--- src/rtl/load_sequencer.sv ---
// -----------------------------------------------------------------------------
// load_sequencer
//
// Sequences data-memory loads issued by the execute stage. It accepts one load
// request, performs one word-aligned read (or two, for a word-crossing access
// when the split feature is built), merges the returned words, and formats the
// addressed byte/half/word with zero- or sign-extension.
//
// Build option:
//   LOAD_SPLIT_MISALIGNED_EN  defined   -> word-crossing loads use two reads
//                             undefined -> word-crossing loads return resp_err
//
// Ports:
//   clk, reset           core clock, synchronous active-high reset
//   req_valid/req_ready  load request handshake (ready only in IDLE)
//   req_addr, req_type   byte address; funct3-style type ([1:0] size, [2] unsigned)
//   mem_req, mem_addr    word-aligned read request, held until mem_gnt
//   mem_gnt              memory accepted the request this cycle
//   mem_rvalid/mem_rdata read data return (no earlier than the cycle after gnt)
//   resp_valid           one-cycle response pulse
//   resp_data, resp_err  formatted data / error flag, held until next response
// -----------------------------------------------------------------------------
module load_sequencer #(
  parameter int unsigned XLEN   = 32,
  parameter int unsigned ADDR_W = 32
) (
  input  logic              clk,
  input  logic              reset,
  input  logic              req_valid,
  output logic              req_ready,
  input  logic [ADDR_W-1:0] req_addr,
  input  logic [2:0]        req_type,
  output logic              mem_req,
  output logic [ADDR_W-1:0] mem_addr,
  input  logic              mem_gnt,
  input  logic              mem_rvalid,
  input  logic [XLEN-1:0]   mem_rdata,
  output logic              resp_valid,
  output logic [XLEN-1:0]   resp_data,
  output logic              resp_err
);

  typedef enum logic [2:0] {
    IDLE,
    REQ0,
    WAIT0,
`ifdef LOAD_SPLIT_MISALIGNED_EN
    REQ1,
    WAIT1,
`endif
    RESP
  } state_t;

  state_t            state_q, state_d;
  logic [ADDR_W-1:0] addr_q, addr_d;
  logic [2:0]        type_q, type_d;
  logic [XLEN-1:0]   resp_data_q, resp_data_d;
  logic              resp_err_q, resp_err_d;
  logic [ADDR_W-1:0] word_addr;
  logic              req_cross;

`ifdef LOAD_SPLIT_MISALIGNED_EN
  logic [XLEN-1:0]   word0_q, word0_d;
  logic              cur_cross;
`endif

  // True when an access of the given size starting at byte offset off spills
  // into the next word (off + nbytes > 4).
  function automatic logic crosses(input logic [1:0] off, input logic [1:0] size);
    logic res;
    case (size)
      2'b01:   res = (off == 2'b11);
      2'b10:   res = (off != 2'b00);
      default: res = 1'b0;
    endcase
    return res;
  endfunction

  // Align the pair {w1,w0} on the addressed byte, then select and extend.
  function automatic logic [XLEN-1:0] format_load(input logic [XLEN-1:0] w1,
                                                  input logic [XLEN-1:0] w0,
                                                  input logic [1:0]      off,
                                                  input logic [2:0]      typ);
    logic [2*XLEN-1:0] both;
    logic [XLEN-1:0]   raw;
    logic [XLEN-1:0]   res;
    both = {w1, w0} >> {off, 3'b000};
    raw  = both[XLEN-1:0];
    case (typ[1:0])
      2'b00:   res = {{(XLEN-8){raw[7] & ~typ[2]}}, raw[7:0]};
      2'b01:   res = {{(XLEN-16){raw[15] & ~typ[2]}}, raw[15:0]};
      default: res = raw;
    endcase
    return res;
  endfunction

  assign req_cross = crosses(req_addr[1:0], req_type[1:0]);
  assign word_addr = {addr_q[ADDR_W-1:2], 2'b00};

`ifdef LOAD_SPLIT_MISALIGNED_EN
  assign cur_cross = crosses(addr_q[1:0], type_q[1:0]);
`endif

  always_comb begin
    state_d     = state_q;
    addr_d      = addr_q;
    type_d      = type_q;
    resp_data_d = resp_data_q;
    resp_err_d  = resp_err_q;
`ifdef LOAD_SPLIT_MISALIGNED_EN
    word0_d     = word0_q;
`endif
    case (state_q)
      IDLE: begin
        if (req_valid) begin
          addr_d = req_addr;
          type_d = req_type;
          if (req_type[1:0] == 2'b11) begin
            state_d     = RESP;
            resp_err_d  = 1'b1;
            resp_data_d = '0;
          end else if (req_cross) begin
`ifdef LOAD_SPLIT_MISALIGNED_EN
            state_d     = REQ0;
`else
            state_d     = RESP;
            resp_err_d  = 1'b1;
            resp_data_d = '0;
`endif
          end else begin
            state_d = REQ0;
          end
        end
      end
      REQ0: begin
        if (mem_gnt) state_d = WAIT0;
      end
      WAIT0: begin
        if (mem_rvalid) begin
`ifdef LOAD_SPLIT_MISALIGNED_EN
          if (cur_cross) begin
            word0_d = mem_rdata;
            state_d = REQ1;
          end else begin
            state_d     = RESP;
            resp_err_d  = 1'b0;
            resp_data_d = format_load('0, mem_rdata, addr_q[1:0], type_q);
          end
`else
          state_d     = RESP;
          resp_err_d  = 1'b0;
          resp_data_d = format_load('0, mem_rdata, addr_q[1:0], type_q);
`endif
        end
      end
`ifdef LOAD_SPLIT_MISALIGNED_EN
      REQ1: begin
        if (mem_gnt) state_d = WAIT1;
      end
      WAIT1: begin
        if (mem_rvalid) begin
          state_d     = RESP;
          resp_err_d  = 1'b0;
          resp_data_d = format_load(mem_rdata, word0_q, addr_q[1:0], type_q);
        end
      end
`endif
      RESP: begin
        state_d = IDLE;
      end
      default: begin
        state_d = IDLE;
      end
    endcase
  end

  always_comb begin
    mem_req  = 1'b0;
    mem_addr = '0;
    case (state_q)
      REQ0: begin
        mem_req  = 1'b1;
        mem_addr = word_addr;
      end
`ifdef LOAD_SPLIT_MISALIGNED_EN
      REQ1: begin
        mem_req  = 1'b1;
        mem_addr = word_addr + ADDR_W'(4);
      end
`endif
      default: begin
        mem_req  = 1'b0;
        mem_addr = '0;
      end
    endcase
  end

  assign req_ready  = (state_q == IDLE);
  assign resp_valid = (state_q == RESP);
  assign resp_data  = resp_data_q;
  assign resp_err   = resp_err_q;

  always_ff @(posedge clk) begin
    if (reset) begin
      state_q     <= IDLE;
      addr_q      <= '0;
      type_q      <= '0;
      resp_data_q <= '0;
      resp_err_q  <= 1'b0;
`ifdef LOAD_SPLIT_MISALIGNED_EN
      word0_q     <= '0;
`endif
    end else begin
      state_q     <= state_d;
      addr_q      <= addr_d;
      type_q      <= type_d;
      resp_data_q <= resp_data_d;
      resp_err_q  <= resp_err_d;
`ifdef LOAD_SPLIT_MISALIGNED_EN
      word0_q     <= word0_d;
`endif
    end
  end

endmodule

--- config.mk ---
export PLATFORM = sky130hd
export DESIGN_NAME = load_sequencer
export DESIGN_NICKNAME = d
export VERILOG_FILES = /design/src/rtl/load_sequencer.sv
export SDC_FILE = /design/constraint.sdc
export NUM_CORES = 1
export LEC_CHECK = 0
export ABC_AREA = 1
export BUFFER_PORTS_ARGS = -buffer_cell sky130_fd_sc_hd__buf_2
export CAP_MARGIN = 5
export CELL_PAD_IN_SITES_DETAIL_PLACEMENT = 0
export CELL_PAD_IN_SITES_GLOBAL_PLACEMENT = 2
export CORE_MARGIN = 5
export CORE_UTILIZATION = 23
export CTS_CLUSTER_DIAMETER = 150
export DETAILED_ROUTE_END_ITERATION = 7
export GPL_TIMING_DRIVEN = 1
export PLACE_DENSITY = 0.75
export SLEW_MARGIN = 40
export SYNTH_ARGS = -nofsm -noshare
export SYNTH_HDL_FRONTEND = slang
export SYNTH_SLANG_ARGS = --single-unit
--- constraint.sdc ---
create_clock -name clk -period 1.7 [get_ports clk]
set_input_delay 0.085 -clock clk [delete_from_list [all_inputs] [get_ports clk]]
set_output_delay 0.085 -clock clk [all_outputs]
set_load 0.1 [all_outputs]
## After elaboration in Yosys (flattened, before gate mapping)

Cells that the tools add are included.

- Equality and inequality tests: 12
- $lt $le $gt $ge: 0
- Bitwise gates (word level): 3
- Multiplexer cells: 20
- Div/mod/pow operators: 0
- Add/subtract/negate cells: 0
- Multiply operators: 0
- Reduce and logical (&&, ||, !) cells: 7
- Shifts and indexed selects: 1

Operator list:

| cell | count |
|---|---|
| 2-to-1 mux 32 bit | 5 |
| one-hot mux 32 bit (2 select lines) | 2 |
| >> shifter 32 x 5 -> 32 bit | 1 |
| 2-to-1 mux 3 bit | 3 |
| one-hot mux 3 bit (3 select lines) | 1 |
| == test 2 bit (second input constant) | 3 |
| == test 3 x 2 -> 1 bit (second input constant) | 2 |
| != test 2 bit (second input constant) | 3 |
| 2-to-1 mux 1 bit | 5 |
| == test 2 x 1 -> 1 bit (second input constant) | 2 |
| 2-to-1 mux 2 bit | 2 |
| one-hot mux 1 bit (2 select lines) | 2 |
| AND reduction 4 bit | 1 |
| nonzero test 2 bit | 2 |
| == test 3 x 1 -> 1 bit (second input constant) | 1 |
| zero test 3 bit | 1 |
| != test 3 x 1 -> 1 bit (second input constant) | 1 |
| AND reduction 3 bit | 1 |
| bitwise AND 1 bit | 2 |
| zero test 2 bit | 1 |
| AND reduction 2 bit | 1 |
| NOT 1 bit | 1 |

- Memories kept: 0
- ROM bits: 0
- Memory bits (writable): 0
- Register bits after elaboration: 71
- Latch bits: 0
- Logic and storage cells: 48
- Output and inout port bits: 68

## Depth between registers and ports, before layout

- Depth in word-level cells: 6
- Mapped depth: 12
- Depth with buffers taken out: 11

## Worst setup path before layout

No wires, ideal clock.

- Kind: register to register
- Start point: register state_q[0]
- End point: register resp_data_q[7], in the netlist resp_data[7]
- Setup slack: -696 ps
- Arrival: 2267 ps
- Cell stages (with the launch flop): 9
- Required time: 1571 ps
- Path through: dfxtp_1 > inv_1 > ha_1 > nand3_2 > nand2_8 > inv_6 > buf_6 > o21ai_1 > nor2_1

- Cells in the longest elaborated chain, start to end: 3
- Elaborated cells between the ends (all ways): 8
- Those cells by class: 4 x eq/ne; 1 x mux; 3 x reduce/logical

Ends and longest elaborated chain:

| element | line | RTL |
|---|---|---|
| start: declaration | 54 | `state_t state_q, state_d;` |
| start signal: assignment | 214 | `state_q <= state_d;` |
| zero test 3 bit * | -- |  |
| via req_ready | 30 | `output logic req_ready,` |
| != test 3 x 1 -> 1 bit (no source line) (tied with other cells) | -- |  |
| AND reduction 4 bit (no source line) | -- |  |
| end signal: assignment | 217 | `resp_data_q <= resp_data_d;` |
| end: declaration | 57 | `logic [XLEN-1:0] resp_data_q, resp_data_d;` |

The timed path passes the listed nets; every way through them passes the cells marked *.
A chain may end at the register's enable or synchronous reset.

## Worst setup path in the final report

- Start point: register state_q[0]
- End point: output mem_addr[3]

- Cells in the longest elaborated chain, start to end: 2

Ends and longest elaborated chain:

| element | line | RTL |
|---|---|---|
| == test 3 x 1 -> 1 bit | 180 | `case (state_q)` |
| 2-to-1 mux 32 bit | 180 |  |
| end: declaration | 34 | `output logic [ADDR_W-1:0] mem_addr,` |

Every way passes these cells.

==> metrics.yaml <==
clocking:
  clkTransAtPathRegs_ns: 0.06
  root_buffer: "clkbuf_16"
  clock_latency_ns: 0.34
  htreeDepth: 3
  cts_inserted_buffers: 9
  cts_sinks: 70
  clock_path_buffers: 2
  cts_tree: "done"
flow_run:
  drv_cap: 0
floorplanning:
  initial_core_util_pct: 23.58
  fp.dieW_um: 140.6
  rows: 47
  io_pins: 140
  die_y_um: 140.6
  core-area_um2: 16640
  die-area_um2: 19770
logic_synthesis:
  syn_area_per_cell_um2: 6.443
  synth.distinct_cells: 31
  syn-instance-count: 609
  ys_seq_area_share_pct: 35.71
  synth_edf_count: 0
  ys.warnings.count: 0
  synthArstFlopShare_pct: 0
  syn_area_um2: 3924
  ys_ff_latch: 70
  ys.flop_type: "dfxtp_1"
global_routing:
  grt-busiest-layer: "met2"
  met1_usage_pct: 17.73
  met3_usage_pct: 2.438
  first_global_vias: 4060
  grt_use_total_pct: 13.43
  grt-ovfl-total: 0
  grt_pass1_wl_mm: 21.33
  grt_max_degree: 38
  use_met2_pct: 22.18
  grt_antenna_before_repair: 0
timing:
  final.min_clock_period_ns: 1.618
  fmax_mhz: 618.1
  setup_viol: 0
  worstMarginPinSlew_ns: 0.5246
  final-max-slew-violation-count: 0
  fin_hold_ws_ns: 0.01003
  finalHoldViolations: 0
  slew_headroom_pct: 65.27
  setup_ws_ns: 0.08220
  grt_setup_unrepaired: "yes"
  period_share_pct: 95.16
  fin_skew_ns: 0.007915
setup_path:
  cp.arrival_ns: 1.53
  cp_slowest_stage_delay_ns: 0.32
  end_kind: "primary output"
  path_delay_family: "buffers and inverters"
  startpoint_type: "flop"
  cp.depth: 6
  r2r_cells: 9
  worstPathRequired_ns: 1.62
  path_buf_inv: 4
  critPathKind: "flop to primary output"
  path_max_fanout: 16
  critical_path.cell_chain: "buf_4 -> ha_4 -> buf_8 -> nand2_1 -> clkinvlp_4 -> buf_12"
  crit_path_top_delay_cell: "dfxtp_2"
routing:
  first_pass_iters: 4
  drtIter0Drc: 189
  drc: 0
  num_vias: 4159
  routed_wirelength_mm: 13.42
  viasPerCell: 4.261
  ant_nets: 0
  wl_per_cell_um: 13.74
final_layout:
  nets: 831
  diodes: 0
  multi_input_area_um2: 2091
  regArea_um2: 1405
  drive_gt1_share_pct: 31.88
  design_area_um2: 5907
  instances_no_fill: 976
  area_growth_pct: 50.54
  final_core_util_pct: 35.49
  nFillCells: 1826
placement:
  place_congestion: 0.8032
  dpl.hpwl_mm: 10.27
  port_buffers: 137
  preCtsSetupSlack_ns: 0.08184
  dp.cells: 946
  placed_cell_area_um2: 5443
power_and_ir_drop:
  power.leakage_nw: 2.512
  ir_worst_vdd_uv: 619.9
  p_per_area_nw_per_um2: 1749
worst_hold_path:
  min_path_cells: 3
  holdCritPathClass: "input pin to flop"
outcome:
  status: "complete, no violations"
-- routing by layer --
metal / wire length [um] / vias to the layer above
met2: 6465 / 80
met5: 0 / -
met4: 184 / 0
li1: - / 2181
met3: 448 / 12
met1: 6317 / 1886
-- cells by family after synthesis --
kind of cell    after synthesis  synth area share (%)
compound gates              104                 14.29
other cells                   1               0.09557
fa+ha+maj                     8                 2.551
simple gates                322                 35.01
buf+inv                     104                 12.34
flops                        70                 35.71
-- flip-flops by register name (all words and copies together) (netlist names) --
name,flops
addr_q,32
resp_data,32
resp_err,1
type_q,3
state_q,2
-- layout make-up --
type | count | share of cell area, %
clock buffers | 9 | 3.813
clock inverters | 7 | 1.080
inverters | 65 | 6.333
multi-input cells | 437 | 35.40
flip-flops and latches | 70 | 23.79
well taps | 220 | 4.660
repair buffers | 168 | 24.93
-- worst register-to-register path, cell delays in order, from the launching register on --
cell and delay [ns]:
dfxtp_2 0.37, inv_2 0.08, ha_4 0.20, nand2_1 0.11
o21ai_4 0.09, nor2_8 0.13, nand2_8 0.12, buf_12 0.18
o21ai_0 0.16, nor2_1 0.06
-- through the flow --
step / total power, mW / TNS (ns)
2_1_floorplan: 6.853 / 0
3_3_place_gp: 8.343 / 0
3_5_place_dp: 8.396 / 0
4_1_cts: 10.41 / 0
5_1_grt: 11.01 / -0.007097
6_report: 10.33 / 0
-- cell usage after synthesis (2+ instances only) --
library cell / number / area, um^2
a21oi_1: 29 / 145.1
a21oi_2: 7 / 61.31
buf_2: 7 / 35.03
buf_4: 8 / 60.06
buf_6: 6 / 67.56
clkbuf_1: 17 / 63.81
dfxtp_1: 70 / 1401
ha_1: 8 / 100.1
inv_1: 61 / 229.0
inv_4: 2 / 12.51
nand2_1: 150 / 563.0
nand2_2: 2 / 12.51
nand3_1: 43 / 215.2
nand3_2: 2 / 20.02
nor2_1: 111 / 416.7
nor2_2: 7 / 43.79
nor2_4: 4 / 45.04
o21ai_0: 54 / 270.3
o21ai_1: 9 / 45.04
-- cells in the final DEF (no fill, tap or decap), types with 3 or more instances in the layout --
master | Yosys | routed
nor2_2 | 7 | 8
buf_4 | 8 | 14
a21oi_1 | 29 | 29
dfxtp_2 | 0 | 3
dlygate4sd3_1 | 0 | 11
nor2_1 | 111 | 111
ha_1 | 8 | 5
inv_1 | 61 | 30
o21ai_1 | 9 | 9
buf_12 | 0 | 35
a21oi_2 | 7 | 7
buf_2 | 7 | 106
nand2_1 | 150 | 150
nor2_4 | 4 | 4
clkbuf_16 | 0 | 9
nand3_1 | 43 | 43
o21ai_0 | 54 | 54
clkinvlp_4 | 0 | 32
dfxtp_1 | 70 | 67
-- final timing paths --
kind / start / to / slack [ns]
max: state_q[0] / mem_addr[3] / 0.08
min: req_type[2] / type_q[2] / 0.01
max reg2reg: state_q[1] / resp_data[2] / 0.12
min reg2reg: resp_data[5] / resp_data[5] / 0.46
-- where the power goes --
group | switching, mW | internal (mW) | total, mW
clock network | 0.829 | 1.02 | 1.85
logic | 4.42 | 1.84 | 6.26
registers | 0.201 | 2.02 | 2.22
total | 5.45 | 4.88 | 10.3
-- what timing repair did --
| action | CTS | global route |
|---|---|---|
| resized for setup | 0 | 7 |
| pin swaps | 0 | 1 |
| setup buffers | 2 | 0 |
| cloned | 0 | 1 |
| endpoints found under the hold margin | 11 | 0 |
| hold buffers | 11 | 0 |
| endpoints found under the setup margin | 30 | 54 |
No activity file was read; power rests on OpenSTA's default activity.
